## config.mk

```make
export PLATFORM = sky130hd
export DESIGN_NAME = lsu
export DESIGN_NICKNAME = d
export VERILOG_FILES = /design/src/rtl/lsu.sv
export SDC_FILE = /design/constraint.sdc
export NUM_CORES = 1
export LEC_CHECK = 0
export ABC_CLOCK_PERIOD_IN_PS = 11530
export CAP_MARGIN = 10
export CORE_MARGIN = 5
export CORE_UTILIZATION = 51
export CTS_CLUSTER_DIAMETER = 100
export DETAILED_ROUTE_END_ITERATION = 12
export PLACE_DENSITY = 0.92
export REMOVE_ABC_BUFFERS = 1
export SYNTH_ARGS = -nofsm -noshare
export SYNTH_HDL_FRONTEND = slang
export SYNTH_SLANG_ARGS = --single-unit
export TNS_END_PERCENT = 5
```

## constraint.sdc

```tcl
create_clock -name clk_i -period 11.53 [get_ports clk_i]
set_input_delay 1.7295 -clock clk_i [delete_from_list [all_inputs] [get_ports clk_i]]
set_output_delay 1.7295 -clock clk_i [all_outputs]
set_load 0.005 [all_outputs]
```

## src/rtl/lsu.sv

```systemverilog
// lsu: load/store unit issuing one data-memory access per request over req/ready,
// aligning store lanes and sign/zero-extending loads.
module lsu #(
    parameter int TIMEOUT = 255
) (
    input  logic        clk_i,
    input  logic        rst_i,
    input  logic        valid_i,
    input  logic        we_i,
    input  logic [2:0]  funct3_i,
    input  logic [31:0] addr_i,
    input  logic [31:0] wdata_i,
    output logic        stall_o,
    output logic        done_o,
    output logic        err_o,
    output logic [31:0] rdata_o,
    output logic        mem_req_o,
    output logic        mem_we_o,
    output logic [31:0] mem_addr_o,
    output logic [31:0] mem_wdata_o,
    output logic [3:0]  mem_be_o,
    input  logic        mem_ready_i,
    input  logic [31:0] mem_rdata_i
);
    typedef enum logic [1:0] {IDLE, REQ, DONE} state_t;
    state_t      state;
    logic [2:0]  f3;
    logic [1:0]  off;
    logic [31:0] cnt;
    logic        legal, aligned, expired;
    logic [3:0]  be;
    logic [31:0] wd, sh, ld;
    always_comb begin
        legal   = we_i ? (funct3_i < 3'd3) : (funct3_i[1:0] != 2'b11 && funct3_i != 3'b110);
        aligned = funct3_i[1] ? (addr_i[1:0] == 2'b00) : funct3_i[0] ? !addr_i[0] : 1'b1;
        be      = funct3_i[1] ? 4'hF : funct3_i[0] ? 4'b0011 << addr_i[1:0] : 4'b0001 << addr_i[1:0];
        wd      = !we_i ? 32'd0 : funct3_i[1] ? wdata_i :
                  funct3_i[0] ? {2{wdata_i[15:0]}} : {4{wdata_i[7:0]}};
        sh      = mem_rdata_i >> {off, 3'b000};
        // f3[2] marks the unsigned variants, which suppress the sign fill
        ld      = f3[1] ? sh : f3[0] ? {{16{sh[15] & !f3[2]}}, sh[15:0]} :
                  {{24{sh[7] & !f3[2]}}, sh[7:0]};
        expired = TIMEOUT != 0 && cnt == 32'(TIMEOUT - 1);
    end
    // Gated by rst_i so an abort mid-access releases upstream immediately
    assign stall_o = !rst_i && ((state == IDLE && valid_i) || state == REQ);
    always_ff @(posedge clk_i or posedge rst_i) begin
        if (rst_i) begin
            state       <= IDLE;
            f3          <= 3'd0;
            off         <= 2'd0;
            cnt         <= 32'd0;
            done_o      <= 1'b0;
            err_o       <= 1'b0;
            rdata_o     <= 32'd0;
            mem_req_o   <= 1'b0;
            mem_we_o    <= 1'b0;
            mem_addr_o  <= 32'd0;
            mem_wdata_o <= 32'd0;
            mem_be_o    <= 4'd0;
        end else begin
            done_o <= 1'b0;
            err_o  <= 1'b0;
            case (state)
                IDLE: if (valid_i) begin
                    f3  <= funct3_i;
                    off <= addr_i[1:0];
                    cnt <= 32'd0;
                    if (legal && aligned) begin
                        state       <= REQ;
                        mem_req_o   <= 1'b1;
                        mem_we_o    <= we_i;
                        mem_addr_o  <= {addr_i[31:2], 2'b00};
                        mem_wdata_o <= wd;
                        mem_be_o    <= be;
                    end else begin
                        state  <= DONE;
                        done_o <= 1'b1;
                        err_o  <= 1'b1;
                    end
                end
                REQ: if (mem_ready_i) begin
                    mem_req_o <= 1'b0;
                    if (!mem_we_o) rdata_o <= ld;
                    state  <= DONE;
                    done_o <= 1'b1;
                end else if (expired) begin
                    mem_req_o <= 1'b0;
                    state     <= DONE;
                    done_o    <= 1'b1;
                    err_o     <= 1'b1;
                end else begin
                    cnt <= cnt + 32'd1;
                end
                DONE: state <= IDLE;
                default: state <= IDLE;
            endcase
        end
    end
endmodule
```

==> results of run 1 <==
## per-layer routing
layer	track usage, %	wire length [um]	vias to the layer above
met5	0	0	-
met4	10.0	583	0
met3	9.37	2110	47
met2	41.9	9860	282
met1	29.6	7480	2960
li1	-	-	2853
## metrics by stage
step,area (sq um),hold slack [ns]
after floorplan,6720,0.470
after global routing,9640,0.513
after CTS,9630,0.488
after detailed placement,9060,0.469
after global placement,9060,0.461
final,9640,0.486
## placed cells by master, fill, tap and decap left out, drive strengths merged, types with 2 or more instances in the layout
master         count
nor4               7
buf                6
nor2b              5
o21ai             64
a21oi             45
nor2              71
conb               2
clkbuf            17
and4               2
bufinv             2
mux2              55
dfrtp            141
a211oi             5
a31o               4
mux2i             28
clkinv             8
a2111oi            4
nor3               7
a41o               4
clkdlybuf4s50    206
o31ai              2
and3               2
ha                 2
nand3             12
and2               3
nor3b              2
a31oi              4
or3                2
nand2            160
or2                2
nand2b             6
inv                5
xnor2             17
nand4              8
clkinvlp           3
## area by class of cell
class	count	area share (%)
sequential	141	36.6
multi-input combinational	534	33.1
timing repair buffer	212	21.9
clock buffer	17	4.41
tap	176	2.28
clock inverter	15	1.53
inverter	3	0.169
## critical path, stage by stage
cell	delay, ns
clkdlybuf4s50_1	0.49
nor3_1	0.20
clkdlybuf4s50_1	0.52
## registers in the layout, indices dropped and copies added, names as in the netlist
signal,flops
rdata_o,32
err_o,1
off,2
cnt,32
mem_wdata_o,32
mem_req_o,1
mem_be_o,4
f3,3
mem_addr_o,30
mem_we_o,1
done_o,1
state,2
## final timing paths
| check | to | depth (start not counted) | slack [ns] |
|---|---|---|---|
| worst max register to register | cnt[19]$_DFFE_PP0P_ | 8 | 8.75 |
| min in group asynchronous | rdata_o[8]$_DFFE_PP0P_ | 2 | 1.76 |
| worst min-delay path | mem_wdata_o[1]$_DFFE_PP0P_ | 2 | 0.49 |
| max in group asynchronous | mem_wdata_o[0]$_DFFE_PP0P_ | 3 | 8.27 |
| worst min register to register | mem_wdata_o[1]$_DFFE_PP0P_ | 2 | 0.49 |
| worst max-delay path | stall_o | 3 | 6.87 |
## power breakdown
part           switching, uW  leakage [uW]  internal, uW  total (uW)
sequential               104       0.00180           635         739
combinational            237       0.00205           366         603
clock                    219      0.000279           317         536
total                    559       0.00413          1320        1880
## kinds of logic after synthesis
| group | after synthesis | share of synthesized area [%] |
|---|---|---|
| mux | 83 | 13.0 |
| flops | 141 | 51.0 |
| xor+xnor | 17 | 2.15 |
| simple gates | 295 | 18.8 |
| compound gates | 135 | 11.5 |
| other cells | 1 | 0.0543 |
| buf+inv | 49 | 3.04 |
| fa+ha+maj | 2 | 0.362 |
==> flow_summary.yaml, run 1 <==
status:
  status: "completed"
route:
  drtPass1Iterations: 5
  drt-initial-drc-count: 475
  drc: 0
  via_per_inst: 5.59
  vias: 6142
  postRouteAntennaNets: 0
  routed_wl_mm: 20.0
  wire_per_inst_um: 18.2
die:
  fp.dieArea_sq_mm: 0.0160
  die_y_um: 126
  pin_count: 209
  die-width_um: 126
  core.rowCount: 42
  design.core.area_sq_mm: 0.0132
  start_util_pct: 52.2
grt:
  grt_overflow_total: 0
  grtUsageTotal_pct: 25.2
  grt_start_max_net_pins: 83
  grt_pass1_vias: 6398
  antenna_found_initial: 0
  grt_pass1_wl_mm: 32.5
hold_path:
  min_from: "mem_wdata_o[1]$_DFFE_PP0P_"
  min_path_type: "reg -> reg"
cells_and_area:
  antenna_cells: 0
  drive_above_1_share_pct: 12.4
  final_nets: 1015
  post-route-util_pct: 72.8
  fillers: 906
  syn_to_final_growth_pct: 39.4
  final-seq-area_sq_mm: 0.00353
  multi_input_area_sq_mm: 0.00319
  final_cells: 1098
power_and_ir_drop:
  cellPowerDensity_mw_per_mm2: 195
  p_leak_uw: 0.00413
  finalPower_uw: 1880
  ir_drop_mv: 0.111
yosys:
  synthTopCellsByArea: "dfrtp_1, mux2_2, nand2_1"
  syn-instance-count: 723
  synth_area_sq_mm: 0.00691
  async_flop_share_pct: 100
  synth_area_per_cell_sq_um: 9.56
  ys_ff_latch: 141
  yosysMostFrequentCell: "nand2_1"
  synth_warnings: 0
  yosysSeqAreaShare_pct: 51.0
  synth_top_area_cell: "dfrtp_1"
  synth_top_cell_area_share_pct: 51.0
  ys_top_cells_by_count: "nand2_1, dfrtp_1, nor2_1"
  synth_edf_count: 0
  ys.flop_type: "dfrtp_1"
  yosysUniqueCellTypes: 53
worst_setup_path:
  worstPathRequired_ns: 9.80
  reg2reg_from: "cnt[0]$_DFFE_PP0P_"
  startpoint: "rst_i"
  start_kind: "input port"
  path_class: "in -> out"
  critPathCaptureType: "output pin"
  path_max_fanout: 2
  cp.arrival_ns: 2.93
clock_network:
  cts_resized: 0
  postCtsHoldBufs: 0
  clock_path_buffers: 2
  cts_buffers: 17
  clk_pin_slew_ns: 0.06
  cts_tree: "built"
  cts_num_sinks: 141
  clockRootBuffer: "clkbuf_16"
  cts_htree_levels: 4
  clk_latency_ns: 0.43
  post-cts-setup-buffers: 0
timing:
  tns_ns: 0
  hold_viol: 0
  fin_skew_ns: 0.00597
  slew_viol_final: 0
  max_slew_margin_pct: 27.5
  grt_setup_unrepaired: "false"
  period_needed_ns: 4.66
  clock.fmax_ghz: 0.215
  tightest_slew_ns: 1.09
  post-route-period-util_pct: 40.4
  setup_viol: 0
  fin_ws_ns: 6.87
job:
  cap_viol_max_count: 0
placement:
  place_ws_ns: 6.55
  dp.cells: 1065
  dpl.hpwl_mm: 13.6
  numPortBuffers: 206
  gp_congestion: 0.843
No activity file was read; power rests on OpenSTA's default activity.
==> inputs of run 2 (changes only) <==
--- a/config.mk
+++ b/config.mk
@@ -5,13 +5,13 @@
 export SDC_FILE = /design/constraint.sdc
 export NUM_CORES = 1
 export LEC_CHECK = 0
-export ABC_CLOCK_PERIOD_IN_PS = 11530
+export ABC_CLOCK_PERIOD_IN_PS = 3900
 export CAP_MARGIN = 10
 export CORE_MARGIN = 5
-export CORE_UTILIZATION = 51
+export CORE_UTILIZATION = 43
 export CTS_CLUSTER_DIAMETER = 100
 export DETAILED_ROUTE_END_ITERATION = 12
-export PLACE_DENSITY = 0.92
+export PLACE_DENSITY = 0.83
 export REMOVE_ABC_BUFFERS = 1
 export SYNTH_ARGS = -nofsm -noshare
 export SYNTH_HDL_FRONTEND = slang
==> constraint.sdc (replaced) <==
create_clock -name clk_i -period 3.9 [get_ports clk_i]
set_input_delay 0.585 -clock clk_i [delete_from_list [all_inputs] [get_ports clk_i]]
set_output_delay 0.585 -clock clk_i [all_outputs]
set_load 0.005 [all_outputs]
==> run 2 against run 1 <==
Compared with the run above: utilization shrank 11 points; sequential power increased to 2.9 times the previous value; worst hold slack worse by 0.011 ns; combinational power rose to 3.0 times the previous value; sequential share of layout area fell by 0.54 points; critical path depth grew 2; register-to-register slack worse by 7.7 ns; first-iteration DRC count decreased by 33%; die area increased by 17%; largest cell class unchanged; largest power group unchanged.
==> flow_summary.yaml, run 2 (same netlist as run 1, synthesis figures left out) <==
clock_network:
  clock_path_buffers: 2
  clk_pin_slew_ns: 0.06
  postCtsHoldBufs: 0
  cts_num_sinks: 141
  cts_resized: 0
  clockRootBuffer: "clkbuf_16"
  cts_tree: "built"
  cts_buffers: 17
  clk_latency_ns: 0.42
  post-cts-setup-buffers: 0
  cts_htree_levels: 4
cells_and_area:
  layout_commonest_cell: "clkdlybuf4s50_1"
  final_nets: 1022
  multi_input_area_sq_mm: 0.00319
  antenna_cells: 0
  largestRegisters: "cnt: 32 flops, mem_wdata_o: 32 flops, rdata_o: 32 flops"
  final-seq-area_sq_mm: 0.00353
  syn_to_final_growth_pct: 41.5
  drive_above_1_share_pct: 12.9
  fillers: 1277
  final_cell_mix: "clkdlybuf4s50_1, nand2_1, dfrtp_1"
job:
  cap_viol_max_count: 0
die:
  die-width_um: 137
  start_util_pct: 43.7
  pin_count: 209
  die_y_um: 137
  design.core.area_sq_mm: 0.0158
  core.rowCount: 46
  fp.dieArea_sq_mm: 0.0187
route:
  routed_wl_mm: 19.9
  drt-initial-drc-count: 320
  met3WireLength_mm: 2.11
  drtPass1Iterations: 5
  vias: 6010
  postRouteAntennaNets: 0
  wire_per_inst_um: 17.4
  dr_wl_met2_mm: 9.55
  via_per_inst: 5.25
  drc: 0
  wl_met1_mm: 7.96
  highest_layer: "met4"
timing:
  post-route-period-util_pct: 74.2
  fin_ws_ns: 1.01
  clock.fmax_ghz: 0.345
  hold_viol: 0
  grt_setup_unrepaired: "false"
  fin_skew_ns: 0.00920
  setup_viol: 0
  max_slew_margin_pct: 32.5
  period_needed_ns: 2.89
  slew_viol_final: 0
  tightest_slew_ns: 1.01
power_and_ir_drop:
  finalPower_uw: 5660
  switchingPower_uw: 1610
  p_leak_uw: 0.00419
  power_frac_seq_pct: 37.9
  p_clk_share_pct: 29.9
  netSwitchingFraction_pct: 28.6
  internal_power_uw: 4040
  ir_drop_mv: 0.332
  combPwrFrac_pct: 32.2
  cellPowerDensity_mw_per_mm2: 578
grt:
  grt_start_max_net_pins: 75
  antenna_found_initial: 0
  grt_pass1_vias: 5816
  grt_pass1_wl_mm: 31.0
  grt_overflow_total: 0
  grtUsageTotal_pct: 21.2
placement:
  place_ws_ns: 0.579
  numPortBuffers: 206
  gp_congestion: 0.854
  dpl.hpwl_mm: 14.1
hold_path:
  min_path_type: "reg -> reg"
worst_setup_path:
  start_kind: "input port"
  startpoint: "addr_i[0]"
  reg2reg_from: "cnt[0]$_DFFE_PP0P_"
  worstRegToRegCells: 8
  r2r_slack_ns: 1.08
  path_class: "in -> reg"
  path_max_fanout: 72
  worstPathRequired_ns: 4.20
  critPathCaptureType: "flop"
  endpoint: "mem_addr_o[25]$_DFFE_PP0P_"
  cp.arrival_ns: 3.19
  rr_endpoint: "cnt[29]$_DFFE_PP0P_"
status:
  status: "completed"
-- run 2: cell count changes in the layout (fill, tap and decap cells not counted), sizes merged --
cell,before,now
bufinv,2,3
buf,6,13
clkinv,8,4
clkinvlp,3,1
clkbuf,17,21
-- run 2: layer usage --
metal / vias up / GRT usage, %
met5: - / 0
met4: 0 / 5.76
met1: 2885 / 26.4
li1: 2860 / -
met2: 245 / 34.1
met3: 20 / 8.86
-- run 2: worst max-delay path: stages --
cell and delay (ns):
clkdlybuf4s50_1 0.59, a221oi_1 0.18, o21ai_4 0.68, buf_4 0.70, mux2_2 0.42
-- run 2: worst min-delay path by stage --
stage,startpoint,end,slack [ns],cells after the start
2_1_floorplan,f3[2]$_DFFE_PP0P_,f3[2]$_DFFE_PP0P_,0.47,2
3_3_place_gp,mem_wdata_o[4]$_DFFE_PP0P_,mem_wdata_o[4]$_DFFE_PP0P_,0.46,2
3_5_place_dp,mem_wdata_o[26]$_DFFE_PP0P_,mem_wdata_o[26]$_DFFE_PP0P_,0.47,2
4_1_cts,mem_wdata_o[26]$_DFFE_PP0P_,mem_wdata_o[26]$_DFFE_PP0P_,0.48,2
5_1_grt,mem_wdata_o[24]$_DFFE_PP0P_,mem_wdata_o[24]$_DFFE_PP0P_,0.50,2
6_report,mem_wdata_o[26]$_DFFE_PP0P_,mem_wdata_o[26]$_DFFE_PP0P_,0.48,2
-- run 2: power groups by stage --
| stage | registers, uW | clock network (uW) | logic (uW) |
|---|---|---|---|
| 2_1_floorplan | 2180 | 0 | 612 |
| 3_3_place_gp | 2140 | 0 | 1800 |
| 3_5_place_dp | 2160 | 0 | 1840 |
| 4_1_cts | 2140 | 1720 | 1850 |
| 5_1_grt | 2210 | 1790 | 1980 |
| 6_report | 2140 | 1690 | 1820 |
-- run 2: area by class of cell --
| type | instances | area share [%] |
|---|---|---|
| clock buffers | 21 | 4.91 |
| clock inverters | 10 | 1.38 |
| inverters | 3 | 0.166 |
| multi-input cells | 534 | 32.6 |
| flip-flops and latches | 141 | 36.1 |
| well taps | 216 | 2.76 |
| repair buffers | 219 | 22.1 |
-- run 2: stage by stage --
step	setup TNS [ns]	hold WS (ns)	instance area (sq um)	utilization, %	cells
floorplan	-208.51	0.470	6720	-	678
global placement	0	0.461	9170	57.9	1113
detailed placement	0	0.469	9170	57.9	1113
CTS	0	0.483	9780	61.8	1144
global route	0	0.505	9780	61.8	1144
finish	0	0.475	9780	61.8	1144
